<file path="config.mk">
export PLATFORM = sky130hd
export DESIGN_NAME = kmp_prefix_ctrl
export DESIGN_NICKNAME = d
export VERILOG_FILES = /design/src/rtl/kmp_prefix_ctrl.sv
export SDC_FILE = /design/constraint.sdc
export NUM_CORES = 1
export LEC_CHECK = 0
export CAP_MARGIN = 20
export CELL_PAD_IN_SITES_DETAIL_PLACEMENT = 1
export CELL_PAD_IN_SITES_GLOBAL_PLACEMENT = 2
export CORE_MARGIN = 3
export CORE_UTILIZATION = 39
export CTS_CLUSTER_SIZE = 10
export DETAILED_ROUTE_END_ITERATION = 8
export PLACE_DENSITY_LB_ADDON = 0.25
export SKIP_CTS_REPAIR_TIMING = 1
export SLEW_MARGIN = 0
export SYNTH_ARGS = -nofsm -noshare
export SYNTH_HDL_FRONTEND = slang
export SYNTH_SLANG_ARGS = --single-unit
</file>
<file path="constraint.sdc">
create_clock -name clk -period 4.15 [get_ports clk]
set_input_delay 0.6225 -clock clk [delete_from_list [all_inputs] [get_ports clk]]
set_output_delay 0.6225 -clock clk [all_outputs]
set_load 0.1 [all_outputs]
</file>
<file path="src/rtl/kmp_prefix_ctrl.sv">
// KMP search sequencer: loads the pattern ROM, builds the LPS table, then scans the text ROM.
// Define KMP_MATCH_POS_EN to add the match_valid/match_pos outputs.
module kmp_prefix_ctrl #(
  parameter int DATA_W   = 8,
  parameter int PAT_LEN  = 4,
  parameter int PAT_AW   = 3,
  parameter int TEXT_LEN = 56,
  parameter int TEXT_AW  = 8,
  parameter int CNT_W    = 8
) (
  input  logic               clk,
  input  logic               rst,
  input  logic               start,
  output logic [PAT_AW-1:0]  pat_addr,
  input  logic [DATA_W-1:0]  pat_data,
  output logic [TEXT_AW-1:0] txt_addr,
  input  logic [DATA_W-1:0]  txt_data,
  output logic               busy,
  output logic               done,
  output logic [CNT_W-1:0]   match_count
`ifdef KMP_MATCH_POS_EN
  ,
  output logic               match_valid,
  output logic [TEXT_AW-1:0] match_pos
`endif
);

  typedef enum logic [2:0] {IDLE, LOAD, BUILD, FETCH, CMP, FIN} state_t;

  localparam logic [PAT_AW:0]    PLEN  = (PAT_AW+1)'(PAT_LEN);
  localparam logic [PAT_AW-1:0]  PLAST = PAT_AW'(PAT_LEN - 1);
  localparam logic [TEXT_AW-1:0] TLAST = TEXT_AW'(TEXT_LEN - 1);
  localparam logic [TEXT_AW-1:0] TOFF  = TEXT_AW'(PAT_LEN - 1);

  state_t state, state_nx;

  logic [DATA_W-1:0] pat [2**PAT_AW];
  logic [PAT_AW-1:0] lps [2**PAT_AW];
  logic [PAT_AW:0]   k;
  logic [PAT_AW-1:0] len;
  logic [PAT_AW-1:0] j;
  logic [TEXT_AW-1:0] i;
  logic [DATA_W-1:0] c;
  logic              first;

  logic [PAT_AW-1:0] k_idx, ld_prev;
  logic [PAT_AW:0]   k_inc;
  logic [DATA_W-1:0] ch;
  logic              b_eq, hit, j_full, i_last, cmp_adv;

  always_comb begin
    k_idx   = k[PAT_AW-1:0];
    k_inc   = k + 1'b1;
    ld_prev = k_idx - 1'b1;
    // Text data lands in the first CMP cycle; later CMP cycles reuse the held copy.
    ch      = first ? txt_data : c;
    b_eq    = (pat[k_idx] == pat[len]);
    hit     = (ch == pat[j]);
    j_full  = (j == PLAST);
    i_last  = (i == TLAST);
    cmp_adv = hit || (j == '0);
  end

  always_comb begin
    state_nx = state;
    case (state)
      IDLE:  if (start) state_nx = LOAD;
      LOAD:  if (k == PLEN) state_nx = BUILD;
      BUILD: if ((b_eq || len == '0) && k_inc == PLEN) state_nx = FETCH;
      FETCH: state_nx = CMP;
      CMP:   if (cmp_adv) state_nx = i_last ? FIN : FETCH;
      FIN:   state_nx = IDLE;
      default: state_nx = IDLE;
    endcase
  end

  assign busy = (state == LOAD) || (state == BUILD) || (state == FETCH) || (state == CMP);
  assign done = (state == FIN);

`ifdef KMP_MATCH_POS_EN
  logic [TEXT_AW-1:0] pos_q;
  assign match_valid = (state == CMP) && hit && j_full;
  assign match_pos   = match_valid ? (i - TOFF) : pos_q;
`endif

  always_ff @(posedge clk) begin
    if (rst) begin
      state       <= IDLE;
      pat_addr    <= '0;
      txt_addr    <= '0;
      match_count <= '0;
      pat         <= '{default: '0};
      lps         <= '{default: '0};
      k           <= '0;
      len         <= '0;
      i           <= '0;
      j           <= '0;
      c           <= '0;
      first       <= 1'b0;
`ifdef KMP_MATCH_POS_EN
      pos_q       <= '0;
`endif
    end else begin
      state <= state_nx;
      first <= (state == FETCH);
      case (state)
        IDLE: if (start) begin
          match_count <= '0;
          pat_addr    <= '0;
          k           <= '0;
        end
        LOAD: begin
          // k is the address issued this cycle; the data returned belongs to k-1.
          if (k != '0) pat[ld_prev] <= pat_data;
          if (k_inc < PLEN) pat_addr <= k_inc[PAT_AW-1:0];
          if (k == PLEN) begin
            k      <= (PAT_AW+1)'(1);
            len    <= '0;
            lps[0] <= '0;
          end else begin
            k <= k_inc;
          end
        end
        BUILD: begin
          if (b_eq) begin
            lps[k_idx] <= len + 1'b1;
            len        <= len + 1'b1;
            k          <= k_inc;
          end else if (len != '0) begin
            len <= lps[len - 1'b1];
          end else begin
            lps[k_idx] <= '0;
            k          <= k_inc;
          end
          if (state_nx == FETCH) begin
            i        <= '0;
            j        <= '0;
            txt_addr <= '0;
          end
        end
        CMP: begin
          c <= ch;
          if (hit) begin
            if (j_full) begin
              if (match_count != '1) match_count <= match_count + 1'b1;
              j <= lps[PLAST];
`ifdef KMP_MATCH_POS_EN
              pos_q <= i - TOFF;
`endif
            end else begin
              j <= j + 1'b1;
            end
          end else if (j != '0) begin
            j <= lps[j - 1'b1];
          end
          if (cmp_adv) begin
            i <= i + 1'b1;
            if (!i_last) txt_addr <= i + 1'b1;
          end
        end
        default: ;
      endcase
    end
  end

endmodule

</file>
== Yosys cells after proc, flatten, opt, wreduce, memory -nomap -nowiden ==
Cells that the tools add are included.
Storage, ports and cells
  output and inout bits: 21
  input bits: 19
  logic and storage cells: 165
  bits in registers: 137
Cells by class
  bitwise gates (word level): 8
  equal/unequal tests: 26
  add/subtract/negate cells: 8
  magnitude comparators: 9
  muxes and demuxes: 59
  reductions and logical operators: 29
Operator list (number)
  two-way mux 8 bit: 16
  binary-select mux 8 bit (select 3 bit): 3
  bitwise mux 64 bit: 1
  two-way mux 3 bit: 19
  two-way mux 24 bit: 2
  case mux 8 bit (2 select lines): 3
  AND 24 bit: 1
  bitwise mux 24 bit: 1
  demux 8 bit (select 3 bit): 1
  greater-or-equal comparator 4 bit, second input constant: 6
  NOT 24 bit: 1
  NOT 3 -> 4 bit: 6
  case mux 3 bit (2 select lines): 4
  binary-select mux 3 bit (select 3 bit): 2
  AND reduction 3 bit: 6
  adder 8 x 1 -> 8 bit, second input constant: 2
  == test 8 bit: 2
  two-way mux 4 bit: 4
  case mux 3 bit (5 select lines): 1
  != test 2 bit, second input constant: 7
  == test 3 x 2 -> 1 bit, second input constant: 4
  case mux 4 bit (3 select lines): 1
  demux 3 bit (select 3 bit): 1
  logical NOT 3 bit: 3
  other kinds (21): 42

== Logic depth before layout (Yosys ltp) ==
  word-level depth: 12
  depth in mapped cells: 12
  mapped depth without buffers: 9

== Worst setup path after synthesis ==
No wires, ideal clock.
  path type: reg2reg
  start point: reg len[0]
  end point: reg txt_addr[3]
  arrival: 2.919 ns
  data required time: 4.018 ns
  setup time: 0.132 ns
  path buffers: 4
  cell stages (with the launch flop): 12
  period minus slack after synthesis: 3.051 ns
  slack: 1.099 ns
  cells stage by stage: dfxtp_1 -> buf_6 -> mux4_1 -> a21oi_1 -> xor2_1 -> or4_1 -> buf_2 -> o32a_4 -> buf_6 -> clkbuf_1 -> nand3_1 -> a21oi_2
On the way
  word-level cells in the longest chain between the ends: 12
  elaborated cells on any way between the ends: 13
  classes of those cells: eq/ne: 3; mux: 5; bitwise: 1; reduce/logical: 4
Ends and longest elaborated chain
  start: declaration: RTL line 40  | logic [PAT_AW-1:0] len;
  start signal: assignment: RTL line 127  | len <= len + 1'b1;
  start signal: assignment: RTL line 130  | len <= lps[len - 1'b1];
  NOT 3 -> 4 bit (implied by the code): RTL line 57  | b_eq = (pat[k_idx] == pat[len]);
  binary-select mux 8 bit (select 3 bit): RTL line 57
  two-way mux 8 bit (implied by the code) (2 in a row): RTL line 57
  == test 8 bit: RTL line 57
  logical OR 1 bit *: RTL line 69  | BUILD: if ((b_eq || len == '0) && k_inc == PLEN) state_nx = FETCH;
  logical AND 1 bit *: RTL line 69
  two-way mux 3 bit *: RTL line 69
  case mux 3 bit (5 select lines) *: RTL line 66  | case (state)
  == test 3 x 2 -> 1 bit *: RTL line 135  | if (state_nx == FETCH) begin
  != test 2 x 1 -> 1 bit (no source line) *
  AND reduction 4 bit (no source line) *
  end signal: assignment: RTL line 158  | if (!i_last) txt_addr <= i + 1'b1;
  end: declaration: RTL line 16  | output logic [TEXT_AW-1:0] txt_addr,
Every way passes the cells marked *; elsewhere a longest branch is shown, timed or not. The select of a mux whose other input is x is not followed.
A chain may end at the register's enable or synchronous reset.

== Worst setup path in the final report ==
  start point: reg k[1]
  end point: reg i[4]
On the way
  word-level cells in the longest chain between the ends: 12
  elaborated cells on any way between the ends: 16
  classes of those cells: add/sub: 1; eq/ne: 5; mux: 6; bitwise: 1; reduce/logical: 3
Ends and longest elaborated chain
  start: declaration: RTL line 39  | logic [PAT_AW:0] k;
  start signal: assignment: RTL line 117  | k <= (PAT_AW+1)'(1);
  start signal: assignment: RTL line 121  | k <= k_inc;
  start signal: assignment: RTL line 128  | k <= k_inc;
  NOT 3 -> 4 bit (implied by the code): RTL line 57
  binary-select mux 8 bit (select 3 bit): RTL line 57
  two-way mux 8 bit (implied by the code) (2 in a row): RTL line 57
  == test 8 bit: RTL line 57
  logical OR 1 bit: RTL line 69
  logical AND 1 bit: RTL line 69
  two-way mux 3 bit: RTL line 69
  case mux 3 bit (5 select lines) *: RTL line 66
  == test 3 x 2 -> 1 bit *: RTL line 135
  != test 2 x 1 -> 1 bit (no source line) *
  AND reduction 3 bit (no source line) *
  end signal: assignment: RTL line 157  | i <= i + 1'b1;
  end: declaration: RTL line 42  | logic [TEXT_AW-1:0] i;
Marked as above.

==> impl_metrics.csv <==
group,metric,value,unit
floorplan,rows,52,
setup_path,cp-startpoint,"k[1]",
synth,synthesis.area,8090,µm²
setup_path,r2r_end,"i[4]",
setup_path,worstPathRequired,4480,ps
placement,numPortBuffers,39,
min_path,hold_path_startpoint,"c[7]",
power_and_ir_drop,power.leakage,3.41,nW
setup_path,critPathCaptureType,"flop",
power_and_ir_drop,power_frac_clock,50.7,%
drt,first_pass_iters,4,
power_and_ir_drop,sequentialPowerShare,43.7,%
synth,ys_seq_area_share,33.9,%
setup_path,r2r_slack,530,ps
power_and_ir_drop,powerDensity,327,nW/µm²
synth,synthCells,838,
floorplan,ioPinCount,40,
floorplan,die_y,150,µm
floorplan,die_width,150,µm
timing,fin_crit_sh,87.1,%
global_route,grt_pass1_wl,38700,µm
floorplan,core_area,20300,µm²
synth,synth-edff-count,0,
global_route,grt_pass1_vias,6889,
setup_path,worst_r2r_path_depth,7,
timing,worstMarginPinSlew,991,ps
setup_path,crit_type,"reg2reg",
placement,dp.cells,1105,
status,outcome,"finished, final reports clean",
synth,syn_nets,868,
power_and_ir_drop,p_comb_share,5.6,%
synth,ys_async_sr_fraction,0,%
power_and_ir_drop,p_int,2.28,mW
timing,slew_headroom,33.7,%
timing,hold_violations,0,
placement,routabilityCongestion,0.827,
timing,clock_skew,10.0,ps
floorplan,dieArea,22500,µm²
setup_path,cp-endpoint,"i[4]",
global_route,antenna_found_initial,0,
power_and_ir_drop,swShare,25.2,%
drt,wl_per_cell,21.4,µm
drt,drtIter0Drc,298,
timing,slew_violations,0,
drt,viasPerCell,5.81,
setup_path,cp-start-kind,"flop",
timing,setup_viol,0,
timing,setup_tns,0,ps
timing,fmax,277,MHz
synth,yosysMostFrequentCell,"dfxtp_1",
timing,rsz0062_at_grt,"false",
setup_path,regToRegStartpoint,"k[1]",
min_path,hp-class,"reg2reg",
global_route,gr-total-overflow,0,
clock_tree,cts.clk_slew.worst_paths,60,ps
global_route,grt_max_degree,56,
cells_and_area,area_delta_synth_final,15.1,%
synth,synth_top_area_cell,"dfxtp_1",
synth,yosys-top-cells-area,"dfxtp_1 (34%), mux4_2 (15%), mux2i_1 (13%)",
synth,yosysWarnings,0,
cells_and_area,fin_cells,1137,
timing,fin_crit,3620,ps
drt,wl,24300,µm
cells_and_area,drive_gt1_share,15.7,%
drt,drtAntennaViolNets,0,
clock_tree,cts_tree,"built",
clock_tree,clk-insertion-delay-late,430,ps
synth,synth_cell_types,59,
cells_and_area,nFillCells,2275,
setup_path,crit_path_max_fanout,23,
power_and_ir_drop,power.switching,769,µW
clock_tree,numCtsBuffers,17,
drt,vias,6601,
power_and_ir_drop,ir_worst_vdd,0.000272,V
clock_tree,clock-root-buffer,"clkbuf_16",
cells_and_area,antenna_cells,0,
synth,syn_area_per_cell,9.65,µm²
synth,yosys_register_bits,137,
clock_tree,h-tree-depth,4,
clock_tree,clock_sinks,137,
drt,post-route-drc-count,0,
synth,synth-main-ff-cell,"dfxtp_1",
flow_run,max_cap_viol_count,0,
global_route,track_usage,22.2,%
placement,place_hpwl,17300,µm
floorplan,initial_core_util,39.9,%
synth,synth_top_cells_by_count,"dfxtp_1 (137), mux2i_1 (108), nor2_1 (94), a21oi_1 (58), nand2_1 (58)",
synth,yosysTopAreaCellShare,33.9,%
clock_tree,clockBufferDepth,2,
cells_and_area,nets,884,
setup_path,cp.arrival,3940,ps
[metrics by stage]
stage / power [mW] / worst slack, ps / instance area (µm²) / utilization [%] / hold slack [ps]
after detailed placement: 1.53 / 600 / 8720 / 43.0 / 455
after CTS: 3.08 / 509 / 9310 / 45.9 / 464
after floorplan: 1.47 / 1100 / 8090 / - / 436
after global routing: 3.15 / 318 / 9310 / 45.9 / 478
after global placement: 1.53 / 687 / 8720 / 43.0 / 441
final: 3.04 / 534 / 9310 / 45.9 / 462
[registers in the layout, indices dropped and copies added (netlist names)]
signal / count
txt_addr: 8
state: 3
pat: 64
i: 8
first: 1
j: 3
len: 3
pat_addr: 3
match_count: 8
lps: 24
k: 4
c: 8
[cell usage in the layout, fill, tap and decap left out, types with 3 or more instances in the layout]
cell / n
a211o_1: 3
a21o_1: 8
a21oi_1: 58
and2_1: 3
and3_1: 12
buf_4: 28
clkbuf_16: 17
clkdlybuf4s50_1: 38
clkinv_2: 3
clkinv_4: 4
dfxtp_1: 137
ha_1: 11
inv_1: 14
inv_6: 3
mux2_2: 4
mux2i_1: 108
mux4_1: 5
mux4_2: 53
nand2_1: 58
nand2b_1: 7
nand3_1: 50
nand4_1: 9
nor2_1: 94
nor2b_1: 4
nor3_1: 9
nor3b_1: 5
o211ai_1: 3
o21a_1: 3
o21ai_0: 28
o32ai_1: 4
or2_2: 5
or3_1: 6
xnor2_1: 21
xor2_1: 11
[logic make-up after synthesis]
| kind of cell | after synthesis | share of synthesized area, % |
|---|---|---|
| adders and majority gates | 11 | 1.70 |
| and+or+nand+nor | 274 | 16.0 |
| buffers and inverters | 85 | 4.62 |
| AOI/OAI and AO/OA | 129 | 9.98 |
| muxes | 170 | 30.3 |
| DFF | 137 | 33.9 |
| xor gates and xnor gates | 32 | 3.46 |
[how the worst min path moves through the flow]
stage                 to  slack (ps)  cells past startpoint
finish              c[7]         460                      2
global route        c[4]         480                      2
CTS                 c[0]         460                      2
detailed placement  c[4]         460                      2
global placement    c[4]         440                      2
floorplan           c[0]         440                      2
[critical path, cell delays in order, from the launching register on]
cell and delay [ps]:
dfxtp_1 760, mux4_1 670, mux2i_1 220, xor2_1 120
or4_1 640, o32a_4 550, and2_4 210, a2111oi_2 330
[metal layers]
layer  vias to the layer above  global-route usage, %  wire [µm]
met4                         0                   9.42        706
met5                         -                      0          0
met1                      3339                   27.3      10400
met3                        46                   3.48        714
li1                       3097                      -          -
met2                       119                   38.7      12500
[power by group through the flow]
stage | logic (mW) | registers [mW] | clock network, mW
after floorplan | 0.102 | 1.37 | 0
after global placement | 0.167 | 1.36 | 0
after detailed placement | 0.171 | 1.36 | 0
after CTS | 0.172 | 1.33 | 1.58
after global routing | 0.184 | 1.33 | 1.64
final | 0.171 | 1.33 | 1.54
[final cells by class]
cell class                 count  area [µm²]  share of cell area, %
timing repair buffer          67         611                   6.56
clock buffer                  17         425                   4.57
tap                          270         338                   3.63
inverter                      15        56.3                  0.605
multi-input combinational    616        4970                   53.4
sequential                   137        2740                   29.5
clock inverter                15         166                   1.79
No activity file was read; power rests on OpenSTA's default activity.
